[src/rtl/mem_test_pkg.sv]
// mem_test_pkg: shared definitions for the march-test sequencer.
//   - default mode fields for write and read command words
//   - bit positions of the command / readback word fields
//   - sequencer state encoding
//   - make_cmd(): packs a command word from its fields
package mem_test_pkg;

  localparam logic [6:0] CMD_WR_MODE = 7'h02;
  localparam logic [6:0] CMD_RD_MODE = 7'h03;

  // Command word: {invert_bit, mode[6:0], addr[15:0], data[7:0]}.
  // Readback word reuses the same layout with the top byte required to be 0.
  localparam int CMD_INV_BIT = 31;
  localparam int CMD_MODE_HI = 30;
  localparam int CMD_MODE_LO = 24;
  localparam int CMD_ADDR_HI = 23;
  localparam int CMD_ADDR_LO = 8;
  localparam int CMD_DATA_HI = 7;
  localparam int CMD_DATA_LO = 0;

  typedef enum logic [2:0] {
    ST_IDLE  = 3'd0,
    ST_WRITE = 3'd1,
    ST_READ  = 3'd2,
    ST_DRAIN = 3'd3,
    ST_DONE  = 3'd4
  } state_t;

  function automatic logic [31:0] make_cmd(input logic        inv,
                                           input logic [6:0]  mode,
                                           input logic [15:0] addr,
                                           input logic [7:0]  data);
    logic [31:0] cmd;
    cmd = '0;
    cmd[CMD_INV_BIT]             = inv;
    cmd[CMD_MODE_HI:CMD_MODE_LO] = mode;
    cmd[CMD_ADDR_HI:CMD_ADDR_LO] = addr;
    cmd[CMD_DATA_HI:CMD_DATA_LO] = data;
    return cmd;
  endfunction

endpackage

[src/rtl/mem_march_seq_if.sv]
// mem_march_seq_if: command and readback bus between the march sequencer
// and the memory interface adapter.
//   dut_data/dut_valid : command words toward the adapter
//   rb_tdata/rb_tvalid/rb_tready : AXI-Stream readback from the adapter
// master = sequencer side, slave = adapter side.
interface mem_march_seq_if;

  logic [31:0] dut_data;
  logic        dut_valid;
  logic [31:0] rb_tdata;
  logic        rb_tvalid;
  logic        rb_tready;

  modport master (
    output dut_data,
    output dut_valid,
    output rb_tready,
    input  rb_tdata,
    input  rb_tvalid
  );

  modport slave (
    input  dut_data,
    input  dut_valid,
    input  rb_tready,
    output rb_tdata,
    output rb_tvalid
  );

endinterface

[src/rtl/rdback_checker.sv]
// rdback_checker: in-order comparison of readback beats against the
// expected march pattern.
//   clk, rst        : clock, synchronous active-high reset
//   load, load_addr : restart checking at load_addr, clear error state
//   pattern, invert : data seed and inversion of the current run
//   beat, beat_data : one readback word to check this cycle
//   err_cnt         : saturating mismatch count
//   first_err_addr/first_err_data : fields of the first mismatching beat
module rdback_checker
  import mem_test_pkg::*;
(
  input  logic        clk,
  input  logic        rst,
  input  logic        load,
  input  logic [15:0] load_addr,
  input  logic [7:0]  pattern,
  input  logic        invert,
  input  logic        beat,
  input  logic [31:0] beat_data,
  output logic [15:0] err_cnt,
  output logic [15:0] first_err_addr,
  output logic [7:0]  first_err_data
);

  logic [15:0] exp_addr_reg, exp_addr_next;
  logic [15:0] err_cnt_reg, err_cnt_next;
  logic [15:0] first_err_addr_reg, first_err_addr_next;
  logic [7:0]  first_err_data_reg, first_err_data_next;
  logic [7:0]  exp_data;
  logic        mismatch;

  // Expected data per bit: seed ^ low address byte, flipped when inverting.
  genvar gi;
  generate
    for (gi = 0; gi < 8; gi++) begin : g_exp_data
      assign exp_data[gi] = pattern[gi] ^ exp_addr_reg[gi] ^ invert;
    end
  endgenerate

  assign mismatch = (beat_data[CMD_INV_BIT:CMD_MODE_LO] != 8'h00) ||
                    (beat_data[CMD_ADDR_HI:CMD_ADDR_LO] != exp_addr_reg) ||
                    (beat_data[CMD_DATA_HI:CMD_DATA_LO] != exp_data);

  always_comb begin
    exp_addr_next       = exp_addr_reg;
    err_cnt_next        = err_cnt_reg;
    first_err_addr_next = first_err_addr_reg;
    first_err_data_next = first_err_data_reg;
    if (load) begin
      exp_addr_next       = load_addr;
      err_cnt_next        = '0;
      first_err_addr_next = '0;
      first_err_data_next = '0;
    end else if (beat) begin
      exp_addr_next = exp_addr_reg + 16'd1;
      if (mismatch) begin
        if (err_cnt_reg != 16'hFFFF) begin
          err_cnt_next = err_cnt_reg + 16'd1;
        end
        // A zero count means nothing has been captured yet in this run.
        if (err_cnt_reg == 16'h0000) begin
          first_err_addr_next = beat_data[CMD_ADDR_HI:CMD_ADDR_LO];
          first_err_data_next = beat_data[CMD_DATA_HI:CMD_DATA_LO];
        end
      end
    end
  end

  always_ff @(posedge clk) begin
    if (rst) begin
      exp_addr_reg       <= '0;
      err_cnt_reg        <= '0;
      first_err_addr_reg <= '0;
      first_err_data_reg <= '0;
    end else begin
      exp_addr_reg       <= exp_addr_next;
      err_cnt_reg        <= err_cnt_next;
      first_err_addr_reg <= first_err_addr_next;
      first_err_data_reg <= first_err_data_next;
    end
  end

  assign err_cnt        = err_cnt_reg;
  assign first_err_addr = first_err_addr_reg;
  assign first_err_data = first_err_data_reg;

endmodule

[src/rtl/mem_march_seq.sv]
// mem_march_seq: march-test command sequencer with readback checking.
// A run writes pattern ^ addr over [addr_first, addr_last], then reads the
// same window back with at most MAX_OUTSTANDING reads in flight, then drains
// the remaining readback (aborting after TIMEOUT idle cycles).
//   core_clk, rst : clock, synchronous active-high reset
//   start         : launch pulse, honoured in IDLE and DONE
//   addr_first/addr_last/pattern/invert : run configuration, latched on start
//   bus           : command output and readback input (master side)
//   busy, done, timeout, cfg_err : run status
//   err_cnt, first_err_addr, first_err_data : checker results
module mem_march_seq
  import mem_test_pkg::*;
#(
  parameter int unsigned MAX_OUTSTANDING = 8,
  parameter int unsigned TIMEOUT         = 1024,
  parameter logic [6:0]  WR_MODE         = CMD_WR_MODE,
  parameter logic [6:0]  RD_MODE         = CMD_RD_MODE
) (
  input  logic                  core_clk,
  input  logic                  rst,
  input  logic                  start,
  input  logic [15:0]           addr_first,
  input  logic [15:0]           addr_last,
  input  logic [7:0]            pattern,
  input  logic                  invert,
  mem_march_seq_if.master       bus,
  output logic                  busy,
  output logic                  done,
  output logic                  timeout,
  output logic                  cfg_err,
  output logic [15:0]           err_cnt,
  output logic [15:0]           first_err_addr,
  output logic [7:0]            first_err_data
);

  localparam int OW = $clog2(MAX_OUTSTANDING + 1);
  localparam int IW = $clog2(TIMEOUT + 1);

  state_t        state_reg, state_next;
  // 17 bits so that a window ending at 16'hFFFF compares without wrapping.
  logic [16:0]   addr_reg, addr_next;
  logic [15:0]   first_reg, first_next;
  logic [15:0]   last_reg, last_next;
  logic [7:0]    pattern_reg, pattern_next;
  logic          invert_reg, invert_next;
  logic [OW-1:0] outstanding_reg, outstanding_next;
  logic [IW-1:0] idle_reg, idle_next;
  logic [31:0]   cmd_data_reg, cmd_data_next;
  logic          cmd_valid_reg, cmd_valid_next;
  logic          busy_reg, busy_next;
  logic          done_reg, done_next;
  logic          timeout_reg, timeout_next;
  logic          cfg_err_reg, cfg_err_next;

  logic          accept;
  logic          issue;
  logic          beat;
  logic          beat_live;
  logic          dec;
  logic          last_addr;

  assign bus.rb_tready = 1'b1;
  assign beat          = bus.rb_tvalid & bus.rb_tready;
  // Only beats that belong to the read pass reach the checker.
  assign beat_live     = beat && (state_reg == ST_READ || state_reg == ST_DRAIN);
  assign accept        = start && (state_reg == ST_IDLE || state_reg == ST_DONE);
  assign last_addr     = (addr_reg == {1'b0, last_reg});
  // Guard against underflow from stray beats beyond what was issued.
  assign dec           = beat_live && (outstanding_reg != '0);

  always_comb begin
    state_next       = state_reg;
    addr_next        = addr_reg;
    first_next       = first_reg;
    last_next        = last_reg;
    pattern_next     = pattern_reg;
    invert_next      = invert_reg;
    outstanding_next = outstanding_reg;
    timeout_next     = timeout_reg;
    cfg_err_next     = cfg_err_reg;
    cmd_valid_next   = 1'b0;
    cmd_data_next    = '0;
    issue            = 1'b0;

    case (state_reg)
      ST_IDLE, ST_DONE: begin
        if (accept) begin
          first_next       = addr_first;
          last_next        = addr_last;
          pattern_next     = pattern;
          invert_next      = invert;
          addr_next        = {1'b0, addr_first};
          outstanding_next = '0;
          timeout_next     = 1'b0;
          if (addr_last < addr_first) begin
            cfg_err_next = 1'b1;
            state_next   = ST_DONE;
          end else begin
            cfg_err_next = 1'b0;
            state_next   = ST_WRITE;
          end
        end
      end

      ST_WRITE: begin
        cmd_valid_next = 1'b1;
        cmd_data_next  = make_cmd(1'b0, WR_MODE, addr_reg[15:0],
                                  pattern_reg ^ addr_reg[7:0]);
        if (last_addr) begin
          addr_next  = {1'b0, first_reg};
          state_next = ST_READ;
        end else begin
          addr_next = addr_reg + 17'd1;
        end
      end

      ST_READ: begin
        if (outstanding_reg < OW'(MAX_OUTSTANDING)) begin
          issue          = 1'b1;
          cmd_valid_next = 1'b1;
          cmd_data_next  = make_cmd(invert_reg, RD_MODE, addr_reg[15:0], 8'h00);
          if (last_addr) begin
            state_next = ST_DRAIN;
          end else begin
            addr_next = addr_reg + 17'd1;
          end
        end
      end

      ST_DRAIN: begin
        if (outstanding_reg == '0) begin
          state_next = ST_DONE;
        end else if (!beat && idle_reg == IW'(TIMEOUT - 1)) begin
          state_next   = ST_DONE;
          timeout_next = 1'b1;
        end
      end

      default: begin
        state_next = ST_IDLE;
      end
    endcase

    // Issue and return in the same cycle cancel out.
    if (issue && !dec) begin
      outstanding_next = outstanding_reg + OW'(1);
    end else if (!issue && dec) begin
      outstanding_next = outstanding_reg - OW'(1);
    end

    if (state_reg == ST_DRAIN && !beat) begin
      idle_next = idle_reg + IW'(1);
    end else begin
      idle_next = '0;
    end

    // Registered one state behind so busy and done swap on the same edge.
    busy_next = (state_reg == ST_WRITE || state_reg == ST_READ ||
                 state_reg == ST_DRAIN) && (state_next != ST_DONE);
    done_next = (state_next == ST_DONE);
  end

  always_ff @(posedge core_clk) begin
    if (rst) begin
      state_reg       <= ST_IDLE;
      addr_reg        <= '0;
      first_reg       <= '0;
      last_reg        <= '0;
      pattern_reg     <= '0;
      invert_reg      <= 1'b0;
      outstanding_reg <= '0;
      idle_reg        <= '0;
      cmd_data_reg    <= '0;
      cmd_valid_reg   <= 1'b0;
      busy_reg        <= 1'b0;
      done_reg        <= 1'b0;
      timeout_reg     <= 1'b0;
      cfg_err_reg     <= 1'b0;
    end else begin
      state_reg       <= state_next;
      addr_reg        <= addr_next;
      first_reg       <= first_next;
      last_reg        <= last_next;
      pattern_reg     <= pattern_next;
      invert_reg      <= invert_next;
      outstanding_reg <= outstanding_next;
      idle_reg        <= idle_next;
      cmd_data_reg    <= cmd_data_next;
      cmd_valid_reg   <= cmd_valid_next;
      busy_reg        <= busy_next;
      done_reg        <= done_next;
      timeout_reg     <= timeout_next;
      cfg_err_reg     <= cfg_err_next;
    end
  end

  rdback_checker u_checker (
    .clk            (core_clk),
    .rst            (rst),
    .load           (accept),
    .load_addr      (addr_first),
    .pattern        (pattern_reg),
    .invert         (invert_reg),
    .beat           (beat_live),
    .beat_data      (bus.rb_tdata),
    .err_cnt        (err_cnt),
    .first_err_addr (first_err_addr),
    .first_err_data (first_err_data)
  );

  assign bus.dut_data  = cmd_data_reg;
  assign bus.dut_valid = cmd_valid_reg;
  assign busy          = busy_reg;
  assign done          = done_reg;
  assign timeout       = timeout_reg;
  assign cfg_err       = cfg_err_reg;

endmodule

[src/flat_wrapper.sv]
// flat-port wrapper written by rule: the top's interface ports become plain ports
module mem_march_seq_flat import mem_test_pkg::*;
#(
  parameter int unsigned MAX_OUTSTANDING = 8,
  parameter int unsigned TIMEOUT         = 1024,
  parameter logic [6:0]  WR_MODE         = CMD_WR_MODE,
  parameter logic [6:0]  RD_MODE         = CMD_RD_MODE
)
  (core_clk, rst, start, addr_first, addr_last, pattern, invert, busy, done, timeout, cfg_err, err_cnt, first_err_addr, first_err_data, bus_dut_data, bus_dut_valid, bus_rb_tready, bus_rb_tdata, bus_rb_tvalid);
  mem_march_seq_if bus_i ();
  input  logic core_clk;
  input  logic rst;
  input  logic start;
  input  logic [15:0] addr_first;
  input  logic [15:0] addr_last;
  input  logic [7:0] pattern;
  input  logic invert;
  output logic busy;
  output logic done;
  output logic timeout;
  output logic cfg_err;
  output logic [15:0] err_cnt;
  output logic [15:0] first_err_addr;
  output logic [7:0] first_err_data;
  output wire logic [$bits(bus_i.dut_data)-1:0] bus_dut_data;
  output wire logic [$bits(bus_i.dut_valid)-1:0] bus_dut_valid;
  output wire logic [$bits(bus_i.rb_tready)-1:0] bus_rb_tready;
  input wire logic [$bits(bus_i.rb_tdata)-1:0] bus_rb_tdata;
  input wire logic [$bits(bus_i.rb_tvalid)-1:0] bus_rb_tvalid;
  assign bus_dut_data = bus_i.dut_data;
  assign bus_dut_valid = bus_i.dut_valid;
  assign bus_rb_tready = bus_i.rb_tready;
  assign bus_i.rb_tdata = bus_rb_tdata;
  assign bus_i.rb_tvalid = bus_rb_tvalid;
  mem_march_seq #(.MAX_OUTSTANDING(MAX_OUTSTANDING), .TIMEOUT(TIMEOUT), .WR_MODE(WR_MODE), .RD_MODE(RD_MODE)) u_core (.core_clk(core_clk), .rst(rst), .start(start), .addr_first(addr_first), .addr_last(addr_last), .pattern(pattern), .invert(invert), .bus(bus_i), .busy(busy), .done(done), .timeout(timeout), .cfg_err(cfg_err), .err_cnt(err_cnt), .first_err_addr(first_err_addr), .first_err_data(first_err_data));
endmodule
[config.mk]
export PLATFORM = sky130hd
export DESIGN_NAME = mem_march_seq_flat
export DESIGN_NICKNAME = d
export VERILOG_FILES = /design/src/rtl/mem_test_pkg.sv /design/src/rtl/mem_march_seq_if.sv /design/src/rtl/rdback_checker.sv /design/src/rtl/mem_march_seq.sv /design/src/flat_wrapper.sv
export SDC_FILE = /design/constraint.sdc
export NUM_CORES = 1
export LEC_CHECK = 0
export BUFFER_PORTS_ARGS = -buffer_cell sky130_fd_sc_hd__buf_2
export CAP_MARGIN = 10
export CORE_MARGIN = 8
export CORE_UTILIZATION = 33
export CTS_CLUSTER_DIAMETER = 150
export DETAILED_ROUTE_END_ITERATION = 7
export HOLD_SLACK_MARGIN = 0.02
export PLACE_DENSITY_LB_ADDON = 0.3
export SYNTH_ARGS = -nofsm -noshare
export SYNTH_HDL_FRONTEND = slang
export SYNTH_SLANG_ARGS = --single-unit
[constraint.sdc]
create_clock -name core_clk -period 2.8 [get_ports core_clk]
set_input_delay 0.14 -clock core_clk [delete_from_list [all_inputs] [get_ports core_clk]]
set_output_delay 0.14 -clock core_clk [all_outputs]
set_load 0.01 [all_outputs]
; ---- Word level (Yosys, flattened, before mapping)
; Index checks and enable logic that the tools add are counted.
[word_totals]
wordCells = 125
out_inout_bits = 78
reg_bits = 169
in_bits = 77
[classes]
eq_ne = 16
n_reduce_logical = 36
n_lt_le_gt_ge = 2
mux = 29
add_sub_neg = 6
bitwise_logic = 18
[op_table]
columns = operator, count
row1 = $mux W17, 4
row2 = $pmux W32 S2, 1
row3 = $pmux W17 S3, 1
row4 = $add A16 B1 Y16 const B, 2
row5 = $mux W16, 2
row6 = $mux W32, 1
row7 = $mux W3, 7
row8 = $add A17 B1 Y17 const B, 1
row9 = $eq A17 B16 Y1, 1
row10 = $logic_not A16 Y1, 1
row11 = $lt A16 B16 Y1, 1
row12 = $mux W4, 4
row13 = $ne A16 B16 Y1, 1
row14 = $ne A16 B16 Y1 const B, 1
row15 = $xor A1 B1 Y1, 16
row16 = $pmux W3 S4, 1
row17 = $add A11 B1 Y11 const B, 1
row18 = $eq A11 B10 Y1 const B, 1
row19 = $reduce_bool A3 Y1, 3
row20 = $logic_and A1 B1 Y1, 8
row21 = $ne A2 B2 Y1 const B, 4
row22 = $ne A8 B8 Y1, 1
row23 = $reduce_and A4 Y1, 2
row24 = $reduce_bool A8 Y1, 1
row25 = 21 further kinds, 41

; ---- Depth between registers and ports, before layout
; Gate-level depths: netlist of run 1.
[logic_depth]
depth_word = 8
ltp_mapped = 14

; ---- By module
; Synthesis of run 1 repeated with hierarchy kept, for this count alone.
[hier_totals]
cells_unflattened = 998
area_unflattened_um2 = 8408.1
[by_module_without_submodules]
columns = module, cells_each, seq_area_each_um2, area_per_inst_um2, n_inst
row1 = mem_march_seq, 618, 2142.1, 5054.8, 1
row2 = rdback_checker, 380, 1121.1, 3353.2, 1

; ---- Worst setup path after synthesis of run 1
; No wires, ideal clock.
[synth_path]
kind = register to register
start = reg u_core.state_reg[2]
end = reg u_core.outstanding_reg[3]
setup_ns = 0.115
t_arrival_ns = 2.435
stages_incl_launch_ff = 13
synth_period_minus_slack_ns = 2.550
slack_ns = 0.250
cell_sequence = dfxtp_1 clkbuf_1 nand2b_1 nor2_1 clkbuf_1 clkbuf_1 nand2_1 ha_1 nor2_1 nor2_1 a21oi_1 o21ai_0 and2_1
[synth_via]
elab_chain_cells = 8
elab_cells_between_ends = 20
[synth_lines]
columns = item, line
row1 = "start, declared", mem_march_seq.sv:39  ; state_t state_reg, state_next;
row2 = "start signal, assigned", mem_march_seq.sv:180  ; state_reg <= state_next;
row3 = $eq A3 B2 Y1 (on tied branches), "mem_march_seq.sv:65, mem_march_seq.sv:85"
row4 = $logic_or A1 B1 Y1, mem_march_seq.sv:65  ; assign beat_live = beat && (state_reg == ST_READ || state_reg == ST_DRAIN);
row5 = $logic_and A1 B1 Y1, mem_march_seq.sv:65
row6 = $logic_and A1 B1 Y1, mem_march_seq.sv:69  ; assign dec = beat_live && (outstanding_reg != '0);
row7 = $logic_not A1 Y1, mem_march_seq.sv:145  ; if (issue && !dec) begin
row8 = $logic_and A1 B1 Y1, mem_march_seq.sv:145
row9 = $reduce_bool A3 Y1 (no source line), --
row10 = $reduce_and A2 Y1 (no source line), --
row11 = "end signal, assigned", mem_march_seq.sv:186  ; outstanding_reg <= outstanding_next;
row12 = "end, declared", mem_march_seq.sv:46  ; logic [OW-1:0] outstanding_reg, outstanding_next;
; Several ways; a longest one is shown, not always the timed one.
; A chain may end at the register's enable or synchronous reset.

; ---- Final worst setup path of run 1
[layout_path]
start = reg u_core.pattern_reg[5]
end = reg u_core.u_checker.first_err_addr_reg[14], in the netlist u_core.u_checker.first_err_addr[14]
[layout_via]
elab_chain_cells = 5
[layout_lines]
columns = item, line
row1 = "start, declared", mem_march_seq.sv:44  ; logic [7:0] pattern_reg, pattern_next;
row2 = "start signal, assigned", mem_march_seq.sv:184  ; pattern_reg <= pattern_next;
row3 = $xor A1 B1 Y1 (2 in a row), rdback_checker.sv:36  ; assign exp_data[gi] = pattern[gi] ^ exp_addr_reg[gi] ^ invert;
row4 = $ne A8 B8 Y1, rdback_checker.sv:42  ; (beat_data[CMD_DATA_HI:CMD_DATA_LO] != exp_data);
row5 = $logic_or A1 B1 Y1, rdback_checker.sv:41  ; (beat_data[CMD_ADDR_HI:CMD_ADDR_LO] != exp_addr_reg) ||
row6 = $reduce_and A3 Y1 (no source line), --
row7 = "end signal, assigned", rdback_checker.sv:78  ; first_err_addr_reg <= first_err_addr_next;
row8 = "end, declared", rdback_checker.sv:27  ; logic [15:0] first_err_addr_reg, first_err_addr_next;
; Every way passes these cells.

==> results of run 1 <==
[cells by family (layout without fill, tap and decap cells)]
family | after synthesis | count (layout)
flops | 163 | 163
fa+ha+maj | 24 | 24
mux | 2 | 2
simple gates | 393 | 393
compound gates | 246 | 246
other cells | 2 | 7
xor+xnor | 67 | 67
buf+inv | 115 | 310
[power groups by stage]
stage               Combinational (mW)  Clock, mW  Sequential [mW]
floorplan                        0.547          0             2.54
global placement                 0.833          0             2.57
detailed placement               0.836          0             2.58
CTS                              0.895       2.57             2.52
global route                     0.984       2.67             2.54
finish                           0.896       2.52             2.53
[per-layer routing]
| layer | up-vias | track usage | wire length [um] |
|---|---|---|---|
| met5 | - | 0 | 12 |
| met4 | 2 | 0.0453 | 359 |
| met3 | 24 | 0.0470 | 1760 |
| met2 | 276 | 0.263 | 11800 |
| met1 | 3771 | 0.230 | 12300 |
| li1 | 3922 | - | - |
[worst register-to-register path, delay by kind of cell (launching register included)]
| kind | cells | cell delay, ns |
|---|---|---|
| and+or+nand+nor | 2 | 0.95 |
| buffers and inverters | 1 | 0.23 |
| DFF | 1 | 0.39 |
| muxes | 1 | 0.18 |
| xor gates and xnor gates | 1 | 0.44 |
| AOI/OAI and AO/OA | 2 | 0.23 |
[layout make-up]
cell class,instances,area share
tap,324,0.0388
inverter,43,0.0155
clock inverter,12,0.0165
clock buffer,19,0.0434
sequential,163,0.313
multi-input combinational,738,0.423
timing repair buffer,236,0.150
antenna,1,0.000240
[metrics by stage]
stage	utilization	total power, mW	hold slack (ns)	instance area, um2
floorplan	-	3.09	0.276	8170
global placement	0.383	3.41	0.389	9310
detailed placement	0.383	3.41	0.391	9310
global route	0.429	6.19	0.0242	10400
CTS	0.429	5.99	0.0243	10400
finish	0.429	5.94	0.0381	10400
[synthesized netlist by cell type (all sizes together) (3+ instances only)]
library cell / instances
xor2: 27
xnor2: 34
o32ai: 11
nand2b: 6
or4: 8
inv: 43
and4: 8
a21o: 11
or2: 3
nor2: 66
nand3: 54
buf: 30
dfxtp: 163
nor3: 13
nor4: 14
and2: 18
o31ai: 5
or3: 23
a22oi: 3
clkbuf: 42
o21ai: 57
xnor3: 4
and3: 10
a221oi: 11
nand2: 139
a21oi: 113
ha: 24
nor2b: 5
a32o: 3
nand4: 20
a31oi: 7
o21bai: 3
[final timing paths]
kind	slack, ns	cells after the start	to
worst max-delay path	0.32	7	u_core.u_checker.first_err_addr[14]$_SDFFE_PP0P_
worst min-delay path	0.04	3	u_core.u_checker.exp_addr_reg[7]$_SDFFE_PP0P_
worst max register to register	0.32	7	u_core.u_checker.first_err_addr[14]$_SDFFE_PP0P_
worst min register to register	0.45	1	u_core.timeout$_SDFFE_PP0P_
==> impl_metrics.yaml, run 1 <==
yosys:
  synth_top_family_by_area: "simple AND/OR/NAND/NOR gates"
  postSynthAreaPerCell_um2: 8.06
  netlist_instances: 1012
  ys_ff_latch: 163
  yosys_warnings: 0
  synthAdderAreaFrac: 0.0368
  yosys.area.top_type: "dfxtp_1"
  synth.distinct_cells: 63
  netlist_area_um2: 8160
  synth_xor_area_frac: 0.0824
  synthSimpleGateAreaFrac: 0.235
  muxShareOfSynthArea: 0.00399
  synth-main-ff-cell: "dfxtp_1"
  synth_top_area_frac: 0.400
  synth-edff-count: 0
  synth_compound_area_frac: 0.180
  synth_area_leaders: "dfxtp_1, a21oi_1, nand2_1"
  seq_area_frac_synth: 0.400
  synthArstFlopShare: 0
clock_tree:
  cts_tree: "yes"
  cts_made_buffers: 17
  postCtsSetupBuffers: 0
  cts_resized: 0
  clk_latency_ns: 0.43
  hold_buffers: 50
  path_clk_slew_ns: 0.07
  cts_max_path_buffers: 2
  htree_levels: 4
  clock-sinks: 163
  cts_root_buffer: "clkbuf_16"
hold_path:
  hold_class: "input port to register"
  hold_start: "addr_first[7]"
finish:
  multi_input_area_um2: 4420
  regArea_um2: 3260
  final_cells: 1536
  final_common_cell: "dfxtp_1"
  num-fill-cells: 2399
  final_nets: 1300
  largest_reg_flops: 27
  syn_to_final_growth_pct: 28.0
  drive_above_1_share: 0.186
  most-common-layout-cells: "dfxtp_1, buf_2, nand2_1, a21oi_1, nor2_1"
die:
  die_area_um2: 30000
  fp.dieH_um: 173
  num_rows: 57
  start_util: 0.335
  coreArea_um2: 24300
  io_pins: 155
  die_w_um: 173
detailed_routing:
  first_iter_violations: 576
  postRouteAntennaNets: 0
  dr.pass1.iters: 5
  wirelength_mm: 26.2
  dr_total_vias: 7995
  drcViolationCount: 0
  via_per_inst: 5.21
  wl_per_cell_um: 17.1
critical_path:
  cp_data_arrival_time_ns: 2.83
  crit-reg2reg-launch: "u_core.pattern_reg[5]$_SDFFE_PP0P_"
  cp_slowest_stage_delay_ns: 0.53
  cp_data_required_time_ns: 3.16
  crit_buf_inv: 1
  critPathTopFamily: "simple AND/OR/NAND/NOR gates"
  cp_cell_sequence: "xnor3_1 > or4_4 > mux2i_4 > and4_4 > buf_4 > o21ai_0 > a21oi_1"
  cp-start-kind: "register"
  critPathSlowestCell: "or4_4"
  endpoint_kind: "register"
  crit_start: "u_core.pattern_reg[5]$_SDFFE_PP0P_"
  path_max_fanout: 23
  critPathKind: "register to register"
pwr:
  seq_power_share: 0.425
  power_density_nw_per_um2: 569
  power.internal_mw: 4.29
  power_frac_comb: 0.151
  p_sw_frac: 0.278
  p_switching_mw: 1.65
  p_clk_frac: 0.424
  ir_drop_mv: 0.432
  leakage_nw: 4.32
run_status:
  run_status: "finished, final reports clean"
sta:
  slew_headroom: 0.597
  min_period_over_period: 0.885
  fmax_mhz: 404
  setup-violations-final: 0
  tns_ns: 0
  slew_violations: 0
  rsz0062_at_grt: "no"
  fin_crit_ns: 2.48
  clock-skew-final_ns: 0.0105
  worst_slew_pin_slew_ns: 0.604
  final-hold-violation-count: 0
  setup_slack_ns: 0.322
run:
  drv_cap: 0
global_route:
  grt_max_degree: 51
  overflow: 0
  antenna_found_initial: 2
  grt_use_total: 0.170
  grt_pass1_vias: 7497
  grt_pass1_wl_mm: 41.4
placement:
  portBuffers: 148
  pre_cts_ws_ns: 0.333
  dp_cells: 1454
  gp_congestion: 0.835
  dp_hpwl_mm: 18.8
Power figures use the tool's default switching activity.
==> run 2: changes to the inputs <==
- ABC_AREA: unset -> 1
==> run 2 against run 1 <==
  * Global-route usage shrank 0.74 points
  * Sequential share of layout area is 0.80 points lower
  * Maximum frequency rose by 4.1%
  * Via count is 9.7% higher
  * First-iteration DRC count grew 5.2%
  * Power rose by 0.75%
  * Critical endpoint is now u_core.outstanding_reg[2]$_SDFFE_PP0P_
==> impl_metrics.yaml, run 2 <==
sta:
  tns_ns: 0
  fin_crit_ns: 2.38
  clock-skew-final_ns: 0.0131
  setup-violations-final: 0
  fmax_mhz: 420
  min_period_over_period: 0.850
  rsz0062_at_grt: "no"
  final-hold-violation-count: 0
  slew_violations: 0
  worst_slew_pin_slew_ns: 0.872
  slew_headroom: 0.416
detailed_routing:
  first_iter_violations: 606
  postRouteAntennaNets: 0
  drcViolationCount: 0
  wl_per_cell_um: 14.7
  via_per_inst: 4.80
  dr.pass1.iters: 7
  wirelength_mm: 26.8
  dr_total_vias: 8771
critical_path:
  crit-reg2reg-launch: "u_core.state_reg[1]$_SDFF_PP0_"
  cp_data_arrival_time_ns: 2.70
  r2r_slack_ns: 0.42
  cp-start-kind: "register"
  regToRegEndpoint: "u_core.outstanding_reg[2]$_SDFFE_PP0P_"
  cp_data_required_time_ns: 3.12
  path_max_fanout: 6
  reg2reg_depth: 15
  endpoint_kind: "register"
  critPathKind: "register to register"
clock_tree:
  hold_buffers: 21
  cts_tree: "yes"
  htree_levels: 4
  cts_resized: 0
  clock-sinks: 163
  clk_latency_ns: 0.43
  cts_made_buffers: 17
  postCtsSetupBuffers: 0
  cts_max_path_buffers: 2
  path_clk_slew_ns: 0.07
  cts_root_buffer: "clkbuf_16"
pwr:
  leakage_nw: 4.89
  power_density_nw_per_um2: 559
  ir_drop_mv: 0.463
finish:
  regArea_um2: 3260
  drive_above_1_share: 0.157
  syn_to_final_growth_pct: 20.5
  multi_input_area_um2: 4720
  fin_util: 0.401
  final_common_cell: "nand2_1"
  largest_reg_flops: 27
  most-common-layout-cells: "nand2_1, nor2_1, dfxtp_1, buf_2, inv_1"
  num-fill-cells: 2892
  final_nets: 1574
die:
  die_w_um: 180
  start_util: 0.333
  fp.dieH_um: 180
  coreArea_um2: 26700
  io_pins: 155
  num_rows: 60
  die_area_um2: 32400
global_route:
  grt_max_degree: 54
  grt_use_met2: 0.270
  grt_pass1_wl_mm: 43.7
  grt_pass1_vias: 8456
  antenna_found_initial: 2
  grt_use_total: 0.163
  grt_busiest_layer: "met2"
  gr-usage-met3: 0.0361
  use_met1: 0.206
  overflow: 0
placement:
  gp_congestion: 0.877
  portBuffers: 148
  dp_hpwl_mm: 20.6
hold_path:
  hold_class: "input port to register"
  hold_path_end: "u_core.last_reg[8]$_SDFFE_PP0P_"
  hold_start: "addr_last[8]"
  whs_path_depth: 3
yosys:
  yosysMostFrequentCell: "nand2_1"
  synth_top_area_frac: 0.367
  yosys.area.top_type: "dfxtp_1"
  synth_area_leaders: "dfxtp_1, nand2_1, nor2_1"
  ys_ff_latch: 163
  yosys_warnings: 0
  netlist_instances: 1323
  netlist_area_um2: 8890
  seq_area_frac_synth: 0.367
  ys_top_cells_by_count: "nand2_1, nor2_1, dfxtp_1"
  synth.distinct_cells: 42
  synth-main-ff-cell: "dfxtp_1"
  postSynthAreaPerCell_um2: 6.72
  synthArstFlopShare: 0
  synth-edff-count: 0
run_status:
  run_status: "finished, final reports clean"
run:
  drv_cap: 0
-- run 2: layout make-up --
cell class / instances / area share
clock inverters: 14 / 0.0176
flip-flops and latches: 163 / 0.305
inverters: 152 / 0.0533
well taps: 341 / 0.0398
repair buffers: 189 / 0.104
multi-input cells: 950 / 0.441
diodes: 1 / 0.000234
clock buffers: 18 / 0.0401
-- run 2: worst max-delay path, stage by stage (launching register included) --
cell and delay [ns]:
dfxtp_1 0.35, inv_1 0.07, nor2_2 0.12, inv_2 0.06, nor2_4 0.17, inv_2 0.10
nor2_1 0.20, inv_1 0.13, ha_1 0.23, nor2_1 0.16, nand2_1 0.08, a21oi_1 0.16
inv_1 0.10, o211ai_1 0.11, xor2_1 0.17, nor2_1 0.05
-- run 2: worst max-delay path by stage --
stage,start,end
6_report,u_core.state_reg[1]$_SDFF_PP0_,u_core.outstanding_reg[2]$_SDFFE_PP0P_
3_3_place_gp,u_core.invert_reg$_SDFFE_PP0P_,u_core.u_checker.err_cnt[2]$_SDFFE_PP0P_
4_1_cts,u_core.invert_reg$_SDFFE_PP0P_,u_core.u_checker.err_cnt[10]$_SDFFE_PP0P_
3_5_place_dp,u_core.invert_reg$_SDFFE_PP0P_,u_core.u_checker.err_cnt[10]$_SDFFE_PP0P_
5_1_grt,u_core.state_reg[1]$_SDFF_PP0_,u_core.outstanding_reg[2]$_SDFFE_PP0P_
2_1_floorplan,u_core.state_reg[1]$_SDFF_PP0_,u_core.outstanding_reg[2]$_SDFFE_PP0P_
-- run 2: kinds of logic after synthesis --
logic type,share of synthesized area
buffers and inverters,0.104
adder cells (fa/ha/maj),0.0338
AO/OA/AOI/OAI,0.111
XOR/XNOR,0.0512
flip-flops,0.367
AND/OR/NAND/NOR,0.332
other,0.000845
-- run 2: metal layers --
layer	up-vias	routed length, um
met5	-	12
met4	2	536
met3	33	1360
met2	191	12300
met1	4016	12600
li1	4529	-
-- run 2: metrics by stage --
step | power (mW) | setup slack [ns] | instances | hold slack, ns | area [um2]
after floorplan | 3.22 | 0.609 | 1327 | 0.296 | 8900
after global placement | 3.51 | 0.541 | 1774 | 0.421 | 9880
after detailed placement | 3.52 | 0.485 | 1774 | 0.418 | 9880
after CTS | 6.04 | 0.470 | 1827 | 0.0235 | 10700
after global routing | 6.27 | 0.146 | 1828 | 0.0496 | 10700
final | 5.99 | 0.419 | 1828 | 0.0397 | 10700
-- run 2: where the power goes --
| part | internal (mW) | switching (mW) | leakage [nW] |
|---|---|---|---|
| Clock | 1.44 | 1.06 | 0.302 |
| Combinational | 0.352 | 0.590 | 3.25 |
| Sequential | 2.43 | 0.118 | 1.33 |
